`config.mk`:
```
export PLATFORM = sky130hd
export DESIGN_NAME = bus_grant_sequencer_flat
export DESIGN_NICKNAME = d
export VERILOG_FILES = /design/src/rtl/bus_grant_sequencer_pkg.sv /design/src/rtl/bus_grant_sequencer_if.sv /design/src/rtl/bus_grant_sequencer_starve_mon.sv /design/src/rtl/bus_grant_sequencer.sv /design/src/flat_wrapper.sv
export SDC_FILE = /design/constraint.sdc
export NUM_CORES = 1
export LEC_CHECK = 0
export BUFFER_PORTS_ARGS = -buffer_cell sky130_fd_sc_hd__buf_4
export CAP_MARGIN = 40
export CELL_PAD_IN_SITES_DETAIL_PLACEMENT = 1
export CELL_PAD_IN_SITES_GLOBAL_PLACEMENT = 1
export CORE_MARGIN = 2
export CORE_UTILIZATION = 42
export CTS_CLUSTER_SIZE = 40
export DETAILED_ROUTE_END_ITERATION = 10
export GPL_ROUTABILITY_DRIVEN = 0
export PLACE_DENSITY = 0.78
export SYNTH_ARGS = -nofsm -noshare
export SYNTH_HDL_FRONTEND = slang
export SYNTH_SLANG_ARGS = --single-unit
```
`constraint.sdc`:
```
create_clock -name clk -period 2.5 [get_ports clk]
set_input_delay 0.625 -clock clk [delete_from_list [all_inputs] [get_ports clk]]
set_output_delay 0.625 -clock clk [all_outputs]
set_load 0.02 [all_outputs]
```
`src/rtl/bus_grant_sequencer_pkg.sv`:
```
// ---------------------------------------------------------------------------
// bus_grant_sequencer_pkg
// Shared definitions for the bus grant sequencer slice:
//   - seq_state_e : sequencer FSM states (IDLE/ARM/BURST/TURN)
//   - M0..M3      : one-hot master constants
//   - len_zero_is_16 : burst length decode (field value 0 means 16 beats)
//   - is_onehot / onehot_to_idx : arbiter decision helpers
// ---------------------------------------------------------------------------
package bus_grant_sequencer_pkg;

   localparam int M_COUNT     = 4;
   localparam int LEN_FIELD_W = 4;

   typedef enum logic [1:0] {
      ST_IDLE  = 2'd0,
      ST_ARM   = 2'd1,
      ST_BURST = 2'd2,
      ST_TURN  = 2'd3
   } seq_state_e;

   localparam logic [3:0] M0 = 4'b0001;
   localparam logic [3:0] M1 = 4'b0010;
   localparam logic [3:0] M2 = 4'b0100;
   localparam logic [3:0] M3 = 4'b1000;

   // A zero length field encodes the maximum burst, so the result needs 5 bits.
   function automatic logic [4:0] len_zero_is_16(input logic [3:0] len);
      return (len == 4'd0) ? 5'd16 : {1'b0, len};
   endfunction

   function automatic logic is_onehot(input logic [3:0] v);
      return (v != 4'd0) && ((v & (v - 4'd1)) == 4'd0);
   endfunction

   // Only meaningful for a one-hot input; returns 0 for an all-zero vector.
   function automatic logic [1:0] onehot_to_idx(input logic [3:0] v);
      logic [1:0] idx;
      idx = 2'd0;
      for (int i = 0; i < 4; i++) begin
         if (v[i]) idx = 2'(i);
      end
      return idx;
   endfunction

endpackage

```
`src/rtl/bus_grant_sequencer_if.sv`:
```
// ---------------------------------------------------------------------------
// bus_grant_sequencer_if
// Bundles the request/arbiter/beat inputs and grant/status outputs of the
// bus grant sequencer.
//   modport slave  : the sequencer side (consumes req/arb_grant/burst_len/
//                    beat_valid, drives gnt/owner_id/busy/beat_cnt/pulses)
//   modport master : the environment side (mirror image)
// ---------------------------------------------------------------------------
interface bus_grant_sequencer_if;
   import bus_grant_sequencer_pkg::*;

   logic [M_COUNT-1:0]             req;
   logic [M_COUNT-1:0]             arb_grant;
   logic [M_COUNT*LEN_FIELD_W-1:0] burst_len;
   logic                           beat_valid;
   logic [M_COUNT-1:0]             gnt;
   logic [1:0]                     owner_id;
   logic                           busy;
   logic [4:0]                     beat_cnt;
   logic                           xfer_done;
   logic                           timeout_err;
   logic                           grant_err;
   logic [M_COUNT-1:0]             starve_flag;

   modport slave (
      input  req, arb_grant, burst_len, beat_valid,
      output gnt, owner_id, busy, beat_cnt, xfer_done, timeout_err,
             grant_err, starve_flag
   );

   modport master (
      output req, arb_grant, burst_len, beat_valid,
      input  gnt, owner_id, busy, beat_cnt, xfer_done, timeout_err,
             grant_err, starve_flag
   );
endinterface

```
`src/rtl/bus_grant_sequencer_starve_mon.sv`:
```
// ---------------------------------------------------------------------------
// grant_starve_mon
// Per-master starvation monitor. Each master has a 6-bit wait counter that
// counts cycles with req=1 and gnt=0 and clears when the master is granted
// or stops requesting. The flag sets when the counter reaches STARVE_LIMIT
// and clears only when the master is granted.
// Ports:
//   clk, rst     : clock, asynchronous active-high reset
//   req          : per-master request level
//   gnt          : registered bus grant from the sequencer
//   starve_flag  : per-master starvation flag
// ---------------------------------------------------------------------------
module grant_starve_mon
   import bus_grant_sequencer_pkg::*;
#(
   parameter int NUM_M        = M_COUNT,
   parameter int STARVE_LIMIT = 60
) (
   input  logic             clk,
   input  logic             rst,
   input  logic [NUM_M-1:0] req,
   input  logic [NUM_M-1:0] gnt,
   output logic [NUM_M-1:0] starve_flag
);

   localparam logic [5:0] LIMIT      = 6'(STARVE_LIMIT);
   localparam logic [5:0] LIMIT_LAST = 6'(STARVE_LIMIT - 1);

   genvar gi;
   generate
      for (gi = 0; gi < NUM_M; gi++) begin : g_mon
         logic [5:0] wait_cnt_reg;
         logic       flag_reg;

         always_ff @(posedge clk or posedge rst) begin
            if (rst) begin
               wait_cnt_reg <= 6'd0;
               flag_reg     <= 1'b0;
            end else if (gnt[gi] || !req[gi]) begin
               wait_cnt_reg <= 6'd0;
               if (gnt[gi]) flag_reg <= 1'b0;
            end else if (wait_cnt_reg != LIMIT) begin
               // Saturate at the limit so the flag cannot re-trigger by wrap.
               wait_cnt_reg <= wait_cnt_reg + 6'd1;
               if (wait_cnt_reg == LIMIT_LAST) flag_reg <= 1'b1;
            end
         end

         assign starve_flag[gi] = flag_reg;
      end
   endgenerate

endmodule

```
`src/rtl/bus_grant_sequencer.sv`:
```
// ---------------------------------------------------------------------------
// bus_grant_sequencer
// Turns the arbiter's per-cycle one-hot suggestion into a registered,
// burst-stable bus grant. Ownership is locked for a whole burst, the first
// beat must arrive within ARM_TIMEOUT cycles, and TURN_CYCLES dead cycles
// separate consecutive owners.
// Optional feature macro: GRANT_SEQ_STARVE_EN (starvation override; when
// undefined starve_flag is tied to 0 and arb_grant is the only source).
// Ports:
//   clk, rst : clock, asynchronous active-high reset
//   bus      : bus_grant_sequencer_if.slave
//              in : req, arb_grant, burst_len, beat_valid
//              out: gnt, owner_id, busy, beat_cnt, xfer_done, timeout_err,
//                   grant_err, starve_flag
// ---------------------------------------------------------------------------
module bus_grant_sequencer
   import bus_grant_sequencer_pkg::*;
#(
   parameter int NUM_M       = M_COUNT,
   parameter int LEN_W       = LEN_FIELD_W,
   parameter int ARM_TIMEOUT = 8,
   parameter int TURN_CYCLES = 1
`ifdef GRANT_SEQ_STARVE_EN
   ,
   parameter int STARVE_LIMIT = 60
`endif
) (
   input  logic                    clk,
   input  logic                    rst,
   bus_grant_sequencer_if.slave    bus
);

   localparam logic [1:0] IDLE  = ST_IDLE;
   localparam logic [1:0] ARM   = ST_ARM;
   localparam logic [1:0] BURST = ST_BURST;
   localparam logic [1:0] TURN  = ST_TURN;

   localparam logic [7:0] ARM_LAST  = 8'(ARM_TIMEOUT - 1);
   localparam logic [7:0] TURN_LAST = 8'(TURN_CYCLES - 1);

   logic [1:0]       state_reg;
   logic [NUM_M-1:0] gnt_reg;
   logic [1:0]       owner_reg;
   logic [4:0]       len_reg;
   logic [4:0]       beat_cnt_reg;
   logic [7:0]       arm_timer_reg;
   logic [7:0]       turn_cnt_reg;
   logic             xfer_done_reg;
   logic             timeout_err_reg;
   logic             grant_err_reg;

   logic [NUM_M-1:0] starve_flag;
   logic [LEN_W-1:0] len_field [NUM_M];

   logic             arb_onehot;
   logic             cand_valid;
   logic             cand_err;
   logic [1:0]       cand_idx;
   logic [4:0]       beat_inc;

   genvar gi;
   generate
      for (gi = 0; gi < NUM_M; gi++) begin : g_len
         assign len_field[gi] = bus.burst_len[gi*LEN_W +: LEN_W];
      end
   endgenerate

`ifdef GRANT_SEQ_STARVE_EN
   grant_starve_mon #(
      .NUM_M        (NUM_M),
      .STARVE_LIMIT (STARVE_LIMIT)
   ) u_starve_mon (
      .clk         (clk),
      .rst         (rst),
      .req         (bus.req),
      .gnt         (gnt_reg),
      .starve_flag (starve_flag)
   );
`else
   assign starve_flag = '0;
`endif

   // Candidate selection for the IDLE state.
   always_comb begin
      arb_onehot = is_onehot(bus.arb_grant);
      cand_valid = arb_onehot && ((bus.arb_grant & bus.req) != '0);
      cand_idx   = onehot_to_idx(bus.arb_grant);
      cand_err   = !arb_onehot && (bus.arb_grant != '0);
`ifdef GRANT_SEQ_STARVE_EN
      // A starving master that still requests beats the arbiter outright;
      // a malformed arbiter decision that cycle is moot, so no grant_err.
      if ((starve_flag & bus.req) != '0) begin
         cand_valid = 1'b1;
         cand_err   = 1'b0;
         for (int i = NUM_M - 1; i >= 0; i--) begin
            if (starve_flag[i] && bus.req[i]) cand_idx = 2'(i);
         end
      end
`endif
   end

   assign beat_inc = beat_cnt_reg + 5'd1;

   always_ff @(posedge clk or posedge rst) begin
      if (rst) begin
         state_reg       <= IDLE;
         gnt_reg         <= '0;
         owner_reg       <= 2'd0;
         len_reg         <= 5'd0;
         beat_cnt_reg    <= 5'd0;
         arm_timer_reg   <= 8'd0;
         turn_cnt_reg    <= 8'd0;
         xfer_done_reg   <= 1'b0;
         timeout_err_reg <= 1'b0;
         grant_err_reg   <= 1'b0;
      end else begin
         xfer_done_reg   <= 1'b0;
         timeout_err_reg <= 1'b0;
         grant_err_reg   <= 1'b0;

         case (state_reg)
            IDLE: begin
               if (cand_valid) begin
                  state_reg     <= ARM;
                  gnt_reg       <= NUM_M'(1) << cand_idx;
                  owner_reg     <= cand_idx;
                  len_reg       <= len_zero_is_16(len_field[cand_idx]);
                  beat_cnt_reg  <= 5'd0;
                  arm_timer_reg <= 8'd0;
               end else if (cand_err) begin
                  grant_err_reg <= 1'b1;
               end
            end

            ARM: begin
               // A beat arriving on the timeout cycle still counts.
               if (bus.beat_valid) begin
                  beat_cnt_reg <= 5'd1;
                  if (len_reg == 5'd1) begin
                     xfer_done_reg <= 1'b1;
                     gnt_reg       <= '0;
                     turn_cnt_reg  <= 8'd0;
                     state_reg     <= TURN;
                  end else begin
                     state_reg <= BURST;
                  end
               end else if (arm_timer_reg == ARM_LAST) begin
                  timeout_err_reg <= 1'b1;
                  gnt_reg         <= '0;
                  turn_cnt_reg    <= 8'd0;
                  state_reg       <= TURN;
               end else begin
                  arm_timer_reg <= arm_timer_reg + 8'd1;
               end
            end

            BURST: begin
               // Gaps are legal and untimed; req[owner] is not consulted.
               if (bus.beat_valid) begin
                  beat_cnt_reg <= beat_inc;
                  if (beat_inc == len_reg) begin
                     xfer_done_reg <= 1'b1;
                     gnt_reg       <= '0;
                     turn_cnt_reg  <= 8'd0;
                     state_reg     <= TURN;
                  end
               end
            end

            default: begin // TURN
               if (turn_cnt_reg == TURN_LAST) begin
                  state_reg <= IDLE;
               end else begin
                  turn_cnt_reg <= turn_cnt_reg + 8'd1;
               end
            end
         endcase
      end
   end

   assign bus.gnt         = gnt_reg;
   assign bus.owner_id    = owner_reg;
   assign bus.busy        = (state_reg == ARM) || (state_reg == BURST);
   assign bus.beat_cnt    = beat_cnt_reg;
   assign bus.xfer_done   = xfer_done_reg;
   assign bus.timeout_err = timeout_err_reg;
   assign bus.grant_err   = grant_err_reg;
   assign bus.starve_flag = starve_flag;

endmodule

```
`src/flat_wrapper.sv`:
```
// flat-port wrapper written by rule: the top's interface ports become plain ports
module bus_grant_sequencer_flat import bus_grant_sequencer_pkg::*;
#(
   parameter int NUM_M       = M_COUNT,
   parameter int LEN_W       = LEN_FIELD_W,
   parameter int ARM_TIMEOUT = 8,
   parameter int TURN_CYCLES = 1

)
  (clk, rst, bus_req, bus_arb_grant, bus_burst_len, bus_beat_valid, bus_gnt, bus_owner_id, bus_busy, bus_beat_cnt, bus_xfer_done, bus_timeout_err, bus_grant_err, bus_starve_flag);
  bus_grant_sequencer_if bus_i ();
  input  logic clk;
  input  logic rst;
  input wire logic [$bits(bus_i.req)-1:0] bus_req;
  input wire logic [$bits(bus_i.arb_grant)-1:0] bus_arb_grant;
  input wire logic [$bits(bus_i.burst_len)-1:0] bus_burst_len;
  input wire logic [$bits(bus_i.beat_valid)-1:0] bus_beat_valid;
  output wire logic [$bits(bus_i.gnt)-1:0] bus_gnt;
  output wire logic [$bits(bus_i.owner_id)-1:0] bus_owner_id;
  output wire logic [$bits(bus_i.busy)-1:0] bus_busy;
  output wire logic [$bits(bus_i.beat_cnt)-1:0] bus_beat_cnt;
  output wire logic [$bits(bus_i.xfer_done)-1:0] bus_xfer_done;
  output wire logic [$bits(bus_i.timeout_err)-1:0] bus_timeout_err;
  output wire logic [$bits(bus_i.grant_err)-1:0] bus_grant_err;
  output wire logic [$bits(bus_i.starve_flag)-1:0] bus_starve_flag;
  assign bus_i.req = bus_req;
  assign bus_i.arb_grant = bus_arb_grant;
  assign bus_i.burst_len = bus_burst_len;
  assign bus_i.beat_valid = bus_beat_valid;
  assign bus_gnt = bus_i.gnt;
  assign bus_owner_id = bus_i.owner_id;
  assign bus_busy = bus_i.busy;
  assign bus_beat_cnt = bus_i.beat_cnt;
  assign bus_xfer_done = bus_i.xfer_done;
  assign bus_timeout_err = bus_i.timeout_err;
  assign bus_grant_err = bus_i.grant_err;
  assign bus_starve_flag = bus_i.starve_flag;
  bus_grant_sequencer #(.NUM_M(NUM_M), .LEN_W(LEN_W), .ARM_TIMEOUT(ARM_TIMEOUT), .TURN_CYCLES(TURN_CYCLES)) u_core (.clk(clk), .rst(rst), .bus(bus_i));
endmodule
```
==> summary.txt, run 1 <==
Outcome
  • Status: completed

Setup path
  • Critical Path Sink Type: register
  • Required time at the worst-slack endpoint: 2690 ps
  • Crit Path Class: reg -> reg
  • Critical R2R Capture: u_core.bus.gnt[2]$_DFFE_PP0P_
  • CP startpoint kind: register
  • Worst Path Arrival: 2500 ps
  • Reg2Reg Setup Slack: ~190 ps
  • R2r worst-path depth: 6
  • Reg2reg start: u_core.bus.beat_cnt[0]$_DFFE_PP0P_
  • CP max FO: 6

Floorplanning
  • Area of the core: roughly 5600 um^2
  • Die area: 6470 um^2
  • Ports: 46
  • Die Y: 80.4 um
  • Die width: ~80 um
  • Initial Util: between 40% and 50%
  • Rows: 27

Pwr
  • Pwr Density: 1080 nW/um^2
  • Max IR drop VDD: 613 uV
  • Lkg Pwr: between 1 and 1.5 nW

Clocking
  • # hold bufs at CTS: 0
  • Max clock buf depth: 2
  • Postcts setup bufs: 0
  • Worst-Skew Late Latency: a little under 300 ps
  • H-tree levels: 2
  • TritonCTS buffer count: 5
  • Root buf cell: clkbuf_8
  • Post-CTS Resized: 0
  • Worst-path clk slew: roughly 80 ps
  • CTS tree: built
  • Clock sinks: 37

Synth
  • Syn Area/Cell: between 9 and 10 um^2
  • Commonest cells in the synthesized netlist: dfrtp_1 (37), nand2_1 (21), nor2_1 (18), o21ai_0 (18), inv_1 (13)
  • Top_reg_cell synth: dfrtp_1
  • Warnings, synthesis: 0
  • Synth area leaders: dfrtp_1 (38%), ha_1 (4.6%), o21ai_0 (3.7%), nand2_1 (3.2%), nor2_1 (2.8%)
  • Cell area after synthesis: around 2500 um^2
  • #FFs+latches synth: 37
  • Post-synth EDFFs: 0
  • Yosys top cell area share: between 30% and 40%
  • Synth Instances: 257
  • Top-count cell post-synth: dfrtp_1
  • Top cell type by total area after synthesis: dfrtp_1
  • Ys async rst share: 100%
  • Seq/Total Area, Yosys: between 30% and 40%
  • Library cells used by synthesis: a little over 60

Timing
  • Worst Max-Slew Pin Slew: 533 ps
  • Fin. Hold Viols: 0
  • Setup-failing EPs final: 0
  • Slew Viols, Final: 0
  • Max transition margin: roughly 64%
  • RSZ-0062 raised after global routing: false
  • Setup TNS: 0 ps
  • Period utilisation layout: slightly above 90%
  • Worst clock skew: a little over 7 ps
  • Max Fclk: 433 MHz
  • Min cycle time layout: 2310 ps

Min path
  • Hold Crit Class: in -> async

Layout
  • Final instance count without filler cells: 375
  • Number of diodes: 0
  • Final nets: around 340
  • Fillers: between 600 and 700
  • Share of cells above drive strength 1: between 20 and 30%
  • Area Growth Syn to Fin: 19.8%

GRT
  • Largest net degree at the start of global routing: 38
  • First-pass GRT wire length: 10,900 um
  • Initial antenna violation count: 0
  • Met2 GRT Util: around a third
  • Global-route met3 utilization: around 4.0%
  • Gr ovfl total: 0
  • Met1 Use GR: 29.7%
  • Gr usage total: between 20 and 25%
  • Vias in the first global route: around 2,200
  • Gr busiest metal: met2

Detailed routing
  • DR iter-0 viols: 90
  • Routed WL per cell: 16.8 um
  • Post-route ant nets: 0
  • DRC: 0
  • Drt total wl: 6300 um
  • Vias per inst: about 5.7
  • Vias: 2,147
  • First-pass DRT Iterations: 4

Job
  • Max-cap violations: 0

Placement
  • Port Buf Inserts: ~40
  • Cells after DPL: 367
  • DP HPWL: roughly 4700 um
-- critical path, cell delays in order, from the launching register on --
cell and delay (ps):
dfrtp_1 390, ha_1 330, xor2_1 180, a211oi_2 300, o2111ai_4 240, a211oi_4 440
mux2_4 340
-- metrics by stage --
step	cell area [um^2]	hold slack, ps	worst slack (ps)	total power (W)	utilization, %
CTS	2940	470	160	0.00321	52.7
floorplan	2460	451	120	0.00220	-
finish	2940	442	190	0.00318	52.7
global placement	2850	481	110	0.00269	51.2
global route	2940	492	40.6	0.00342	52.7
detailed placement	2850	485	50.4	0.00276	51.2
-- final cells by class --
class | count | area, um^2 | area share (%)
clock buffer | 5 | 68.8 | 2.34
clock inverter | 3 | 17.5 | 0.596
inverter | 13 | 48.8 | 1.66
multi-input combinational | 194 | 1400 | 47.8
sequential | 37 | 926 | 31.5
tap | 72 | 90.1 | 3.07
timing repair buffer | 51 | 383 | 13.0
-- power breakdown --
part / leakage [nW] / internal [W] / total (W) / switching [W]
Clock: 0.0439 / 0.000193 / 0.000424 / 0.000231
Sequential: 0.488 / 0.000757 / 0.000918 / 0.000161
Combinational: 0.772 / 0.000784 / 0.00184 / 0.00106
Total: 1.30 / 0.00173 / 0.00318 / 0.00145
-- cells by family (layout without fill, tap and decap cells) --
family / after synthesis / after routing / share of synthesized area, %
compound gates: 76 / 76 / 24.6
xor+xnor: 5 / 5 / 1.79
fa+ha+maj: 10 / 10 / 5.05
buf+inv: 29 / 72 / 5.46
flops: 37 / 37 / 37.8
mux: 14 / 14 / 6.73
other cells: 1 / 4 / 0.153
simple gates: 85 / 85 / 18.5
-- worst max-delay path by stage --
stage | startpoint | slack, ps | to
floorplan | u_core.bus.beat_cnt[0]$_DFFE_PP0P_ | 120 | u_core.bus.gnt[0]$_DFFE_PP0P_
global placement | bus_arb_grant[2] | 110 | u_core.bus.gnt[2]$_DFFE_PP0P_
detailed placement | bus_arb_grant[2] | 50 | u_core.bus.gnt[2]$_DFFE_PP0P_
CTS | u_core.bus.beat_cnt[0]$_DFFE_PP0P_ | 160 | u_core.bus.gnt[2]$_DFFE_PP0P_
global route | u_core.arm_timer_reg[3]$_DFFE_PP0P_ | 40 | u_core.bus.gnt[3]$_DFFE_PP0P_
finish | u_core.bus.beat_cnt[0]$_DFFE_PP0P_ | 190 | u_core.bus.gnt[2]$_DFFE_PP0P_
-- layer usage --
layer / wire, um / share of wire (%) / vias to the layer above
li1: - / - / 1034
met1: 2980 / 47 / 1063
met2: 3010 / 48 / 43
met3: 234 / 3.7 / 7
met4: 78 / 1.2 / 0
met5: 0 / 0 / -
-- cell usage in the layout (no fill, tap or decap), types with 7 or more instances in the layout --
| cell type | synthesis | final |
|---|---|---|
| buf_4 | 4 | 51 |
| dfrtp_1 | 37 | 37 |
| nand2_1 | 21 | 21 |
| nor2_1 | 18 | 18 |
| o21ai_0 | 18 | 18 |
| inv_1 | 13 | 13 |
| ha_1 | 9 | 9 |
| a21oi_1 | 7 | 7 |
| a211oi_1 | 7 | 7 |
Power figures use the tool's default switching activity.
==> run 2: changes to the inputs <==
--- a/config.mk
+++ b/config.mk
@@ -5,16 +5,17 @@
 export SDC_FILE = /design/constraint.sdc
 export NUM_CORES = 1
 export LEC_CHECK = 0
+export ABC_AREA = 1
 export BUFFER_PORTS_ARGS = -buffer_cell sky130_fd_sc_hd__buf_4
 export CAP_MARGIN = 40
 export CELL_PAD_IN_SITES_DETAIL_PLACEMENT = 1
 export CELL_PAD_IN_SITES_GLOBAL_PLACEMENT = 1
 export CORE_MARGIN = 2
-export CORE_UTILIZATION = 42
+export CORE_UTILIZATION = 40
 export CTS_CLUSTER_SIZE = 40
 export DETAILED_ROUTE_END_ITERATION = 10
 export GPL_ROUTABILITY_DRIVEN = 0
-export PLACE_DENSITY = 0.78
+export PLACE_DENSITY = 0.79
 export SYNTH_ARGS = -nofsm -noshare
 export SYNTH_HDL_FRONTEND = slang
 export SYNTH_SLANG_ARGS = --single-unit
==> run 2 against run 1 <==
  * Die area grew 7.1%
  * Worst hold slack gained 7.8 ps
  * Largest cell class unchanged
  * Global-route usage shrank 1.5 points
  * First-iteration DRC count shrank 47%
==> summary.txt, run 2 <==
Clocking
  • Worst-path clk slew: 80 ps
  • Postcts setup bufs: 0
  • Root buf cell: clkbuf_8
  • # hold bufs at CTS: 0
  • TritonCTS buffer count: 5
  • CTS tree: built
  • Clock sinks: 37
  • Post-CTS Resized: 0
  • H-tree levels: 2
  • Max clock buf depth: 2
  • Worst-Skew Late Latency: 300 ps

Detailed routing
  • Drt total wl: approximately 6600 um
  • DR iter-0 viols: 48
  • DRC: 0
  • Vias: roughly 2,400
  • Routed WL per cell: around 14 um
  • Post-route ant nets: 0
  • Vias per inst: just over 5
  • First-pass DRT Iterations: 4

Placement
  • Port Buf Inserts: 41
  • DP HPWL: around 5000 um
  • Pre-CTS WS: about 470 ps
  • DP Area: roughly 2900 um^2

Floorplanning
  • Initial Util: approximately two fifths
  • Die Y: ~83 um
  • Die area: 6920 um^2
  • Die width: approximately 83 um
  • Rows: 28
  • Ports: 46
  • Area of the core: ~6000 um^2

Timing
  • Worst clock skew: ~6.0 ps
  • RSZ-0062 raised after global routing: false
  • Max Fclk: roughly 490 MHz
  • Min cycle time layout: 2050 ps
  • Setup TNS: 0 ps
  • Fin. Hold Viols: 0
  • Period utilisation layout: between 80% and 90%
  • Setup-failing EPs final: 0
  • Max transition margin: around 64%
  • Slew Viols, Final: 0
  • Fin worst setup slack: ~450 ps
  • Worst Max-Slew Pin Slew: between 500 and 600 ps

Synth
  • Commonest cells in the synthesized netlist: nand2_1 (85), inv_1 (41), dfrtp_1 (37)
  • Warnings, synthesis: 0
  • Synth Instances: roughly 350
  • Ys async rst share: 100%
  • Yosys top cell area share: roughly 37%
  • Synth area leaders: dfrtp_1 (37%), nand2_1 (13%), nand3_1 (6.2%), inv_1 (6.1%), nand4_1 (5.7%)
  • Seq/Total Area, Yosys: approximately 37%
  • Post-synth EDFFs: 0
  • Library cells used by synthesis: 33
  • #FFs+latches synth: 37
  • Cell area after synthesis: roughly 2500 um^2
  • Top_reg_cell synth: dfrtp_1
  • Syn Area/Cell: 7.28 um^2
  • Top cell type by total area after synthesis: dfrtp_1
  • Top-count cell post-synth: nand2_1

Outcome
  • Status: completed

Layout
  • Final nets: 423
  • Final instance area: 2960 um^2
  • Area Growth Syn to Fin: 17.8%
  • Fillers: around 760
  • Commonest non-fill, non-tap cells in the layout: nand2_1 (85), buf_4 (43), inv_1 (41), dfrtp_1 (37)
  • Number of diodes: 0
  • Share of cells above drive strength 1: 19.1%
  • Commonest non-fill, non-tap cell in the layout: nand2_1

GRT
  • Vias in the first global route: about 2,400
  • Gr ovfl total: 0
  • First-pass GRT wire length: ~11,000 um
  • Initial antenna violation count: 0
  • Gr usage total: between 20% and 30%
  • Largest net degree at the start of global routing: 38

Setup path
  • Crit Path Class: reg -> out
  • CP max FO: 7
  • Required time at the worst-slack endpoint: between 1500 and 2000 ps
  • Worst Path Arrival: 1420 ps
  • CP startpoint kind: register
  • Critical Path Sink Type: output pin

Min path
  • Hold Crit Class: in -> async

Job
  • Max-cap violations: 0

Pwr
  • Pwr Density: between 900 and 1000 nW/um^2
  • Max IR drop VDD: 507 uV
  • Lkg Pwr: 1.49 nW
==> run 2: changes by cell type after synthesis, sizes merged, moves of 8 or more <==
cell | before | now
mux2 | 8 | 0
nor2 | 18 | 36
o21ai | 18 | 31
a211oi | 11 | 0
nand2 | 21 | 91
inv | 13 | 45
nand4 | 3 | 23
clkbuf | 10 | 1
nand3 | 7 | 32
==> run 2: final cells by class <==
| cell class | count | area [um^2] | area share (%) |
|---|---|---|---|
| timing repair buffer | 43 | 323 | 10.9 |
| clock inverter | 1 | 5.00 | 0.169 |
| multi-input combinational | 255 | 1340 | 45.4 |
| inverter | 45 | 171 | 5.80 |
| sequential | 37 | 926 | 31.3 |
| tap | 75 | 93.8 | 3.17 |
| clock buffer | 7 | 96.3 | 3.26 |
==> run 2: through the flow <==
step	util (%)	hold slack, ps	power [W]	cells
6_report	49.4	450	0.00289	463
5_1_grt	49.4	492	0.00316	463
4_1_cts	49.4	465	0.00292	463
3_5_place_dp	47.7	467	0.00242	455
3_3_place_gp	47.7	467	0.00237	455
2_1_floorplan	-	453	0.00197	348
==> run 2: cell families after synthesis <==
logic type	count (synthesis)	synth area share, %
and+or+nand+nor	191	37.0
buffers and inverters	56	10.1
AOI/OAI and AO/OA	48	10.3
DFF	37	36.9
adders and majority gates	9	4.49
xor gates and xnor gates	3	1.05
other	1	0.149
==> run 2: report_power, final <==
part / internal (W) / switching, W
Clock: 0.000250 / 0.000234
Combinational: 0.000507 / 0.00101
Sequential: 0.000749 / 0.000132
==> run 2: worst paths after layout <==
check	cells after the start	slack, ps	to	from
worst max register to register	12	530	u_core.bus.gnt[1]$_DFFE_PP0P_	u_core.bus.beat_cnt[0]$_DFFE_PP0P_
min in group clk	2	480	u_core.bus.gnt[3]$_DFFE_PP0P_	u_core.bus.gnt[3]$_DFFE_PP0P_
worst min register to register	2	480	u_core.bus.gnt[3]$_DFFE_PP0P_	u_core.bus.gnt[3]$_DFFE_PP0P_
worst min-delay path	3	450	u_core.bus.beat_cnt[1]$_DFFE_PP0P_	rst
max in group asynchronous	3	1700	u_core.turn_cnt_reg[2]$_DFFE_PP0P_	rst
worst max-delay path	3	450	bus_busy	u_core.state_reg[0]$_DFFE_PP0P_
==> run 2: per-layer routing <==
layer  wire [um]  global-route usage [%]
met5           0                       0
met4          98                    6.26
met3         209                    3.08
met2        3040                    32.3
met1        3220                    27.7
==> run 2: worst max-delay path: stages, from the launching register on <==
cell and delay, ps:
dfrtp_1 420, inv_1 100, ha_1 420, buf_4 190
==> run 3: changes to the inputs <==
==> constraint.sdc (replaced) <==
create_clock -name clk -period 2.14 [get_ports clk]
set_input_delay 0.535 -clock clk [delete_from_list [all_inputs] [get_ports clk]]
set_output_delay 0.535 -clock clk [all_outputs]
set_load 0.02 [all_outputs]
==> run 3 against run 2 <==
  * Flip-flop and latch count stayed put
  * Sequential power is 17% higher
  * Clock power hardly changed
  * Worst hold slack worse by 80 ps
  * Register-to-register slack worse by 280 ps
  * Cell area is 0.85% higher
  * Die area stayed put
  * Final cell count is 1.3% higher
  * Global-route usage is 0.088 points lower
  * Clock skew is 0.82 ps higher
  * Critical path type unchanged
  * Critical endpoint unchanged
  * Largest power group unchanged
  * Highest routed layer unchanged
==> summary.txt, run 3 (synthesis gave the netlist of run 2 again) <==
Detailed routing
  • DRC: 0
  • Vias: around 2,400
  • First-pass DRT Iterations: 4
  • Drt total wl: roughly 6600 um
  • Post-route ant nets: 0
  • Vias per inst: 5.12
  • Routed WL per cell: around 14 um
  • DR iter-0 viols: 61

Setup path
  • Required time at the worst-slack endpoint: about 1600 ps
  • CP startpoint kind: register
  • Critical Path Sink Type: output pin
  • Crit Path Class: reg -> out
  • Worst path depth: 4
  • Largest delay share family, worst path: flip-flops
  • WP buf/inv: 3
  • Crit-path most repeated cell: buf_4
  • Crit path cell chain: inv_1, ha_1, buf_4, buf_4
  • R2r worst-path depth: 9
  • Slowest stage cell, crit path: dfrtp_1
  • Crit path largest cell delay: between 400 and 500 ps
  • Worst Path Arrival: around 1500 ps
  • CP max FO: 5

GRT
  • Initial antenna violation count: 0
  • First-pass GRT wire length: 11,500 um
  • Vias in the first global route: 2,504
  • Gr ovfl total: 0
  • Gr usage total: between 20% and 30%
  • Largest net degree at the start of global routing: 38

Clocking
  • Max clock buf depth: 2
  • H-tree levels: 2
  • Post-CTS Resized: 0
  • Root buf cell: clkbuf_8
  • CTS tree: built
  • Worst-Skew Late Latency: roughly 290 ps
  • Postcts setup bufs: 0
  • # hold bufs at CTS: 0
  • TritonCTS buffer count: 5
  • Clock sinks: 37
  • Worst-path clk slew: ~80 ps

Layout
  • Commonest non-fill, non-tap cells in the layout: nand2_1 (85), buf_4 (49), inv_1 (41), dfrtp_1 (36)
  • Final core area utilization: about half
  • Share of cells above drive strength 1: roughly 20%
  • Area Growth Syn to Fin: 18.8%
  • Number of diodes: 0
  • Commonest non-fill, non-tap cell in the layout: nand2_1
  • Final nets: roughly 430

Timing
  • Setup TNS: 0 ps
  • RSZ-0062 raised after global routing: false
  • Min cycle time layout: a little over 2000 ps
  • Slew Viols, Final: 0
  • Worst clock skew: 6.86 ps
  • Max Fclk: a little under 500 MHz
  • Fin. Hold Viols: 0
  • Period utilisation layout: 95.1%
  • Setup-failing EPs final: 0

Floorplanning
  • Rows: 28
  • Die area: 6920 um^2
  • Die width: between 80 and 90 um
  • Area of the core: roughly 6000 um^2
  • Initial Util: 41.9%
  • Ports: 46
  • Die Y: 83.2 um

Placement
  • DP HPWL: about 5100 um
  • Port Buf Inserts: 41

Pwr
  • Max IR drop VDD: approximately 560 uV
  • Lkg Pwr: 1.51 nW
  • Pwr Density: about 1100 nW/um^2
  • Power Total: 0.00340 W

Min path
  • Hold Crit Class: in -> async

Outcome
  • Status: completed

Job
  • Max-cap violations: 0
==> run 3: per-stage QoR <==
| stage | instances | hold WS [ps] | setup slack [ps] | area, um^2 |
|---|---|---|---|---|
| floorplan | 348 | 453 | 353 | 2520 |
| global route | 469 | 411 | 44.1 | 2980 |
| CTS | 469 | 383 | 111 | 2980 |
| detailed placement | 461 | 472 | 222 | 2900 |
| global placement | 461 | 468 | 277 | 2900 |
| finish | 469 | 370 | 105 | 2980 |
==> run 3: tightest hold or removal path, stage by stage <==
cell,delay (ps)
buf_4,110
inv_1,40
buf_4,420
==> run 3: worst paths after layout <==
| kind | from | slack (ps) | to |
|---|---|---|---|
| worst max-delay path | u_core.state_reg[0]$_DFFE_PP0P_ | 110 | bus_busy |
| worst min-delay path | rst | 370 | u_core.bus.xfer_done$_DFF_PP0_ |
| worst max register to register | u_core.bus.beat_cnt[1]$_DFFE_PP0P_ | 250 | u_core.state_reg[0]$_DFFE_PP0P_ |
| worst min register to register | u_core.bus.gnt[0]$_DFFE_PP0P_ | 490 | u_core.bus.gnt[0]$_DFFE_PP0P_ |
| max in group asynchronous | rst | 1410 | u_core.bus.beat_cnt[1]$_DFFE_PP0P_ |
| min in group clk | bus_beat_valid | 470 | u_core.bus.timeout_err$_DFF_PP0_ |
==> run 3: layer usage <==
metal | GRT usage, % | up-vias | part of all wire [%]
met5 | 0 | - | 0
met4 | 5.66 | 0 | 0.86
met3 | 3.48 | 7 | 3.2
met2 | 34.4 | 37 | 48
met1 | 25.8 | 1129 | 48
li1 | - | 1226 | -
==> run 3: cell type report <==
type,instances,area (um^2)
clock buffer,8,80.1
fill,796,3010
inverter,45,171
multi-input combinational,255,1340
sequential,37,927
tap,75,93.8
timing repair buffer,49,368
==> run 3: report_power, final <==
part | internal, W | switching (W) | leakage [nW]
registers | 0.000876 | 0.000151 | 0.493
clock network | 0.000232 | 0.000251 | 0.0395
logic | 0.000662 | 0.00123 | 0.972
